===== config.mk =====
export PLATFORM = sky130hd
export DESIGN_NAME = muldiv_unit
export DESIGN_NICKNAME = d
export VERILOG_FILES = /design/src/rtl/muldiv_unit.sv
export SDC_FILE = /design/constraint.sdc
export NUM_CORES = 1
export LEC_CHECK = 0
export CAP_MARGIN = 20
export CORE_AREA = 2 2 206 208
export DETAILED_ROUTE_END_ITERATION = 16
export DIE_AREA = 0 0 208 210
export PLACE_DENSITY = 0.53
export SLEW_MARGIN = 30
export SYNTH_ARGS = -nofsm -noshare
export SYNTH_HDL_FRONTEND = slang
export SYNTH_SLANG_ARGS = --single-unit

===== constraint.sdc =====
create_clock -name clk -period 5 [get_ports clk]
set_clock_uncertainty 0.2 [all_clocks]
set_input_delay 0.5 -clock clk [delete_from_list [all_inputs] [get_ports clk]]
set_output_delay 0.5 -clock clk [all_outputs]
set_load 0.03 [all_outputs]

===== src/rtl/muldiv_unit.sv =====
// Iterative 32-bit multiply/divide unit with architectural HI/LO registers.
// One iteration per cycle; result is committed 33 cycles after the accepting edge.
module muldiv_unit (
    input  logic        clk,
    input  logic        reset,
    input  logic        start,
    input  logic [1:0]  op,
    input  logic [31:0] A,
    input  logic [31:0] B,
    input  logic        hi_we,
    input  logic        lo_we,
    input  logic [31:0] wdata,
    output logic        busy,
    output logic        done,
    output logic [31:0] HI,
    output logic [31:0] LO
);

    localparam int unsigned XLEN  = 32;
    localparam int unsigned CNT_W = 6;
    localparam logic [CNT_W-1:0] LAST_ITER = CNT_W'(XLEN - 1);

    typedef enum logic [1:0] {IDLE, CALC, FIX} state_t;

    state_t            state, state_d;
    logic              busy_d, done_d, accept, commit;
    logic [CNT_W-1:0]  cnt;
    logic              is_div, neg_q, neg_r, b_zero;
    logic [XLEN-1:0]   b_mag, acc_hi, acc_lo;

    logic              a_neg, b_neg;
    logic [XLEN-1:0]   a_mag, b_mag_in;
    logic [XLEN:0]     mul_sum;
    logic [XLEN:0]     div_shift;
    logic [XLEN-1:0]   div_diff;
    logic              div_ge;
    logic [2*XLEN-1:0] prod;
    logic [XLEN-1:0]   res_hi, res_lo;

    // State register
    always_ff @(posedge clk) begin
        if (!reset) begin
            state <= IDLE;
            busy  <= 1'b0;
            done  <= 1'b0;
        end else begin
            state <= state_d;
            busy  <= busy_d;
            done  <= done_d;
        end
    end

    // Next-state and control decode
    always_comb begin
        state_d = state;
        busy_d  = 1'b0;
        done_d  = 1'b0;
        accept  = 1'b0;
        commit  = 1'b0;
        case (state)
            IDLE: begin
                if (start) begin
                    accept  = 1'b1;
                    busy_d  = 1'b1;
                    state_d = CALC;
                end
            end
            CALC: begin
                busy_d = 1'b1;
                if (cnt == LAST_ITER) begin
                    state_d = FIX;
                end
            end
            FIX: begin
                commit  = 1'b1;
                done_d  = 1'b1;
                state_d = IDLE;
            end
            default: state_d = IDLE;
        endcase
    end

    // Operand magnitudes; op[0] selects the signed variants
    always_comb begin
        a_neg    = op[0] & A[XLEN-1];
        b_neg    = op[0] & B[XLEN-1];
        a_mag    = a_neg ? (~A + XLEN'(1)) : A;
        b_mag_in = b_neg ? (~B + XLEN'(1)) : B;
    end

    // One shift-add / restoring shift-subtract step.
    // The remainder is always below the divisor, so the 32-bit difference cannot wrap.
    always_comb begin
        mul_sum   = {1'b0, acc_hi} + {1'b0, (acc_lo[0] ? b_mag : XLEN'(0))};
        div_shift = {acc_hi, acc_lo[XLEN-1]};
        div_ge    = div_shift >= {1'b0, b_mag};
        div_diff  = div_shift[XLEN-1:0] - b_mag;
    end

    // Sign correction and divide-by-zero override applied at commit
    always_comb begin
        prod   = {acc_hi, acc_lo};
        res_hi = acc_hi;
        res_lo = acc_lo;
        if (is_div) begin
            res_lo = b_zero ? '1 : (neg_q ? (~acc_lo + XLEN'(1)) : acc_lo);
            res_hi = neg_r ? (~acc_hi + XLEN'(1)) : acc_hi;
        end else begin
            if (neg_q) begin
                prod = ~prod + (2*XLEN)'(1);
            end
            res_hi = prod[2*XLEN-1:XLEN];
            res_lo = prod[XLEN-1:0];
        end
    end

    // Datapath and architectural HI/LO
    always_ff @(posedge clk) begin
        if (!reset) begin
            cnt    <= '0;
            is_div <= 1'b0;
            neg_q  <= 1'b0;
            neg_r  <= 1'b0;
            b_zero <= 1'b0;
            b_mag  <= '0;
            acc_hi <= '0;
            acc_lo <= '0;
            HI     <= '0;
            LO     <= '0;
        end else begin
            if (accept) begin
                cnt    <= '0;
                is_div <= op[1];
                neg_q  <= a_neg ^ b_neg;
                neg_r  <= a_neg;
                b_zero <= (B == '0);
                b_mag  <= b_mag_in;
                acc_hi <= '0;
                acc_lo <= a_mag;
            end else if (state == CALC) begin
                cnt <= cnt + CNT_W'(1);
                if (is_div) begin
                    acc_hi <= div_ge ? div_diff : div_shift[XLEN-1:0];
                    acc_lo <= {acc_lo[XLEN-2:0], div_ge};
                end else begin
                    acc_hi <= mul_sum[XLEN:1];
                    acc_lo <= {mul_sum[0], acc_lo[XLEN-1:1]};
                end
            end

            // A launching start takes priority over MTHI/MTLO in the same cycle
            if (commit) begin
                HI <= res_hi;
                LO <= res_lo;
            end else if (state == IDLE && !start) begin
                if (hi_we) HI <= wdata;
                if (lo_we) LO <= wdata;
            end
        end
    end

endmodule


Yosys cells after proc, flatten, opt, wreduce, memory -nomap -nowiden
Cells that the tools add are included.

Reduce and logical (&&, ||, !) cells: 12. Multiplexer cells: 27. $add $sub $neg: 8. Magnitude comparators: 1. Equality and inequality tests: 5. Bitwise logic cells: 9.

Operators with widths (number): two-way mux 32 bit (19); adder 32 x 1 -> 32 bit (second input constant) (4); NOT 32 bit (4); adder 64 x 1 -> 64 bit (second input constant) (1); two-way mux 64 bit (1); NOT 64 bit (1); adder 32 x 32 -> 33 bit (1); >= comparator 33 x 32 -> 1 bit (1); logical NOT 32 bit (1); subtractor 32 bit (1); nonzero test 2 bit (4); adder 6 x 1 -> 6 bit (second input constant) (1); equality test 6 x 5 -> 1 bit (second input constant) (1); AND reduction 2 bit (3); two-way mux 2 bit (2); inequality test 2 bit (second input constant) (2); one-hot mux 2 bit (2 select lines) (1); two-way mux 1 bit (3); bitwise AND 1 bit (2); equality test 2 x 1 -> 1 bit (second input constant) (1); equality test 2 bit (second input constant) (1); logical NOT 2 bit (1); one-hot mux 1 bit (2 select lines) (1); OR reduction 2 bit (1); other kinds (4) (4).

Flip-flop bits (word level): 174. Input port bits: 103. Output and inout port bits: 66. Logic and storage cells: 75.

Depth between registers and ports, before layout
Depth after elaboration: 6. Depth in mapped cells: 15. Depth with buffers taken out: 13.

Least setup slack after synthesis
No wires, ideal clock.

Path type: register -> register. Start point: reg acc_lo[0]. End point: reg acc_hi[31]. Stages on the path, launching flop included: 15. Clock period less this slack: 3.446 ns. Path buffers: 2. Setup slack: 1.554 ns. Arrival: 3.099 ns. Library setup time: 0.146 ns. Path through: dfxtp_1 inv_1 buf_1 nor2_1 ha_1 clkbuf_1 a21o_1 a21o_1 a21o_1 a211o_1 a31o_2 a211oi_1 o21ai_0 a2111oi_0 a311oi_1.

Cells in the longest elaborated chain, start to end: 3.

Ends and longest elaborated chain: from (decl) (RTL line 29) `logic [XLEN-1:0] b_mag, acc_hi, acc_lo;`; from (signal assigned) (RTL line 139) `acc_lo <= a_mag;`; from (signal assigned) (RTL line 144) `acc_lo <= {acc_lo[XLEN-2:0], div_ge};`; from (signal assigned) (RTL line 147) `acc_lo <= {mul_sum[0], acc_lo[XLEN-1:1]};`; two-way mux 32 bit (RTL line 94) `mul_sum = {1'b0, acc_hi} + {1'b0, (acc_lo[0] ? b_mag : XLEN'(0))};`; adder 32 x 32 -> 33 bit (RTL line 94); two-way mux 32 bit (RTL line 142) `if (is_div) begin`; to (signal assigned) (RTL line 143) `acc_hi <= div_ge ? div_diff : div_shift[XLEN-1:0];`; to (signal assigned) (RTL line 146) `acc_hi <= mul_sum[XLEN:1];`; to (decl) (RTL line 29).

Every way passes these cells. A chain may end at the register's enable or synchronous reset.

Worst setup path in the final report
Start point: reg acc_lo[0]. End point: reg acc_hi[28].

Same word-level chain as after synthesis.

==> flow_metrics.tcl <==
set metrics [dict create \
    outcome "completed" \
    crit_family "compound AO/OA/AOI/OAI gates" \
    layout_commonest_cell "nand2_1" \
    r2r_end "acc_hi[28]" \
    synth.distinct_cells 85 \
    hold_viol 0 \
    areaGrowthSynthToFinish_pct 19.4 \
    timing.rr.start "acc_lo[0]" \
    grt_pass1_vias 14000 \
    wirelength_um 55300 \
    h-tree-depth 4 \
    via_per_inst 5.76 \
    grt_pass1_wl_um 84400 \
    hold_path_class "in2reg" \
    die_area_um2 43700 \
    syn_area_per_cell_um2 7.56 \
    die-height_um 210 \
    crit_path_end_kind "register" \
    cp_num_buf_inv 1 \
    setup_viol 0 \
    setup_tns_ns 0 \
    crit_slowest_cell "a211oi_1" \
    worstMarginPinSlew_ns 0.938 \
    slew_headroom_pct 37.5 \
    path_depth 13 \
    multi_input_area_um2 10100 \
    synth-warning-count 0 \
    gp_congestion 0.968 \
    drv_cap 0 \
    grtUsageTotal_pct 24.9 \
    place_ws_ns 0.452 \
    portBuffers 168 \
    powerDensity_nw_per_um2 277 \
    cts_resized 0 \
    final_util_pct 41.3 \
    cts_made_buffers 17 \
    fin_nets 2179 \
    die_x_um 208 \
    wl_per_cell_um 21.6 \
    clockBufferDepth 2 \
    core_um2 41500 \
    netlist_instances 1898 \
    crit_arrival_ns 4.81 \
    grt-ovfl-total 0 \
    startpoint_type "register" \
    antenna_found_initial 0 \
    post_cts_buffers 0 \
    min_period_ns 4.64 \
    path_cells "inv_1 -> nor2_1 -> ha_1 -> a211oi_1 -> o21ai_0 -> o211ai_1 -> a41oi_1 -> a211oi_1 -> nor3_1 -> o41a_1 -> xor2_1 -> o21ai_0 -> o21ai_0" \
    final_cell_mix "nand2_1 (219), dfxtp_1 (173), clkdlybuf4s50_1 (167)" \
    async_flop_share_pct 0 \
    grt_max_degree 83 \
    via_count 14700 \
    p_leak_uw 0.00693 \
    synth-seq-area-share_pct 24.3 \
    syn-num-nets 2072 \
    ant_nets 0 \
    clock-sinks 174 \
    fin_ws_ns 0.355 \
    critPathKind "reg2reg" \
    crit_path_start "acc_lo[0]" \
    num_rows 75 \
    ioPinCount 169 \
    ir_drop_mv 0.169 \
    rsz0062_at_grt "no" \
    drive_gt1_share_pct 6.19 \
    dp_hpwl_um 42600 \
    post-route-period-util_pct 92.9 \
    r2r_cells 13 \
    ctsHoldBuffers 0 \
    diodes 0 \
    synth-edff-count 0 \
    root_buffer "clkbuf_16" \
    first_pass_iters 5 \
    worstPathMaxFanout 16 \
    reg2reg_slack_ns 0.36 \
    final.fill_count 4315 \
    cp.required_ns 5.16 \
    clk_latency_ns 0.48 \
    ys_ff_latch 174 \
    start_util_pct 34.6 \
    syn_area_um2 14300 \
    cp_slowest_stage_delay_ns 0.60 \
    tritoncts "built" \
    regArea_um2 3490 \
    max_freq_mhz 215 \
    first_iter_violations 1366 \
    synth_ff_type "dfxtp_1" \
    crit_top_cell "o21ai_0" \
    drc 0 \
    critPathCapture "acc_hi[28]" \
    clk_pin_slew_ns 0.07 \
    finalMaxSlewViolations 0 \
]
==> sequential cells by signal, indices dropped and copies added, names as in the netlist, 2 cells and up <==
| signal | count |
|---|---|
| HI | 32 |
| LO | 32 |
| acc_hi | 32 |
| acc_lo | 32 |
| b_mag | 32 |
| cnt | 6 |
| state | 2 |
==> worst min-delay path by stage <==
stage / start / endpoint / slack [ns] / cells after the start
after detailed placement: HI[14] / HI[14] / 0.25 / 2
after floorplan: cnt[5] / state[1] / 0.23 / 1
after CTS: reset / neg_r / 0.15 / 2
after global routing: reset / neg_q / 0.17 / 2
after global placement: HI[13] / HI[13] / 0.24 / 2
final: reset / acc_lo[10] / 0.18 / 2
==> cell usage after synthesis (all sizes together) (8+ instances only) <==
cell type / number / area, µm²
a21oi: 141 / 709
o221ai: 43 / 377
nor2: 161 / 612
xnor2: 91 / 797
and3: 12 / 80.1
or2: 8 / 52.6
o21ai: 150 / 754
xor2: 77 / 674
o41ai: 10 / 103
nand2: 220 / 828
a32oi: 8 / 70.1
o211ai: 25 / 188
nor4: 15 / 106
o31ai: 26 / 195
dfxtp: 174 / 3480
or3: 23 / 155
a211oi: 14 / 105
buf: 25 / 129
a21o: 46 / 345
a31oi: 23 / 144
ha: 69 / 863
a21boi: 50 / 375
nand3: 39 / 195
clkbuf: 100 / 385
and2: 14 / 87.6
inv: 61 / 229
or4: 16 / 136
o211a: 31 / 310
nand4: 15 / 93.8
mux2i: 51 / 510
nor2b: 22 / 138
o21a: 17 / 128
nor3: 35 / 203
==> per-layer routing <==
layer	vias to the layer above	GRT usage (%)	share of wire, %
met4	0	7.97	2.5
met1	6979	36.4	49
met5	-	0	0
met3	66	4.40	7.0
met2	558	36.8	42
li1	7117	-	-
==> power breakdown <==
| group | leakage [µW] | switching [µW] | internal [µW] |
|---|---|---|---|
| Sequential | 0.00143 | 123 | 1480 |
| Clock | 0.000281 | 665 | 724 |
| Combinational | 0.00523 | 1060 | 688 |
==> cell type report <==
type	instances	share of cell area [%]
flip-flops and latches	174	20.4
clock inverters	13	0.767
clock buffers	19	2.64
inverters	61	1.34
repair buffers	213	11.8
multi-input cells	1538	59.2
well taps	539	3.94
==> cell families (layout without fill, tap and decap cells) <==
family                   after synthesis  after routing  share of synthesized area, %
buffers and inverters                186            306                          5.18
XOR/XNOR                             168            168                          10.3
AND/OR/NAND/NOR                      601            601                          19.9
AO/OA/AOI/OAI                        642            642                          30.1
adder cells (fa/ha/maj)               71             71                          6.30
multiplexers                          56             56                          3.95
flip-flops                           174            174                          24.3
==> stage by stage <==
stage	instance area, µm²	power (µW)	hold slack, ns	instances
final	17100	4740	0.176	2557
after global routing	17100	4970	0.174	2557
after CTS	17100	4740	0.151	2557
after detailed placement	16500	3340	0.249	2525
after global placement	16500	3340	0.244	2524
after floorplan	14300	2750	0.230	1898
No activity file was read; power rests on OpenSTA's default activity.
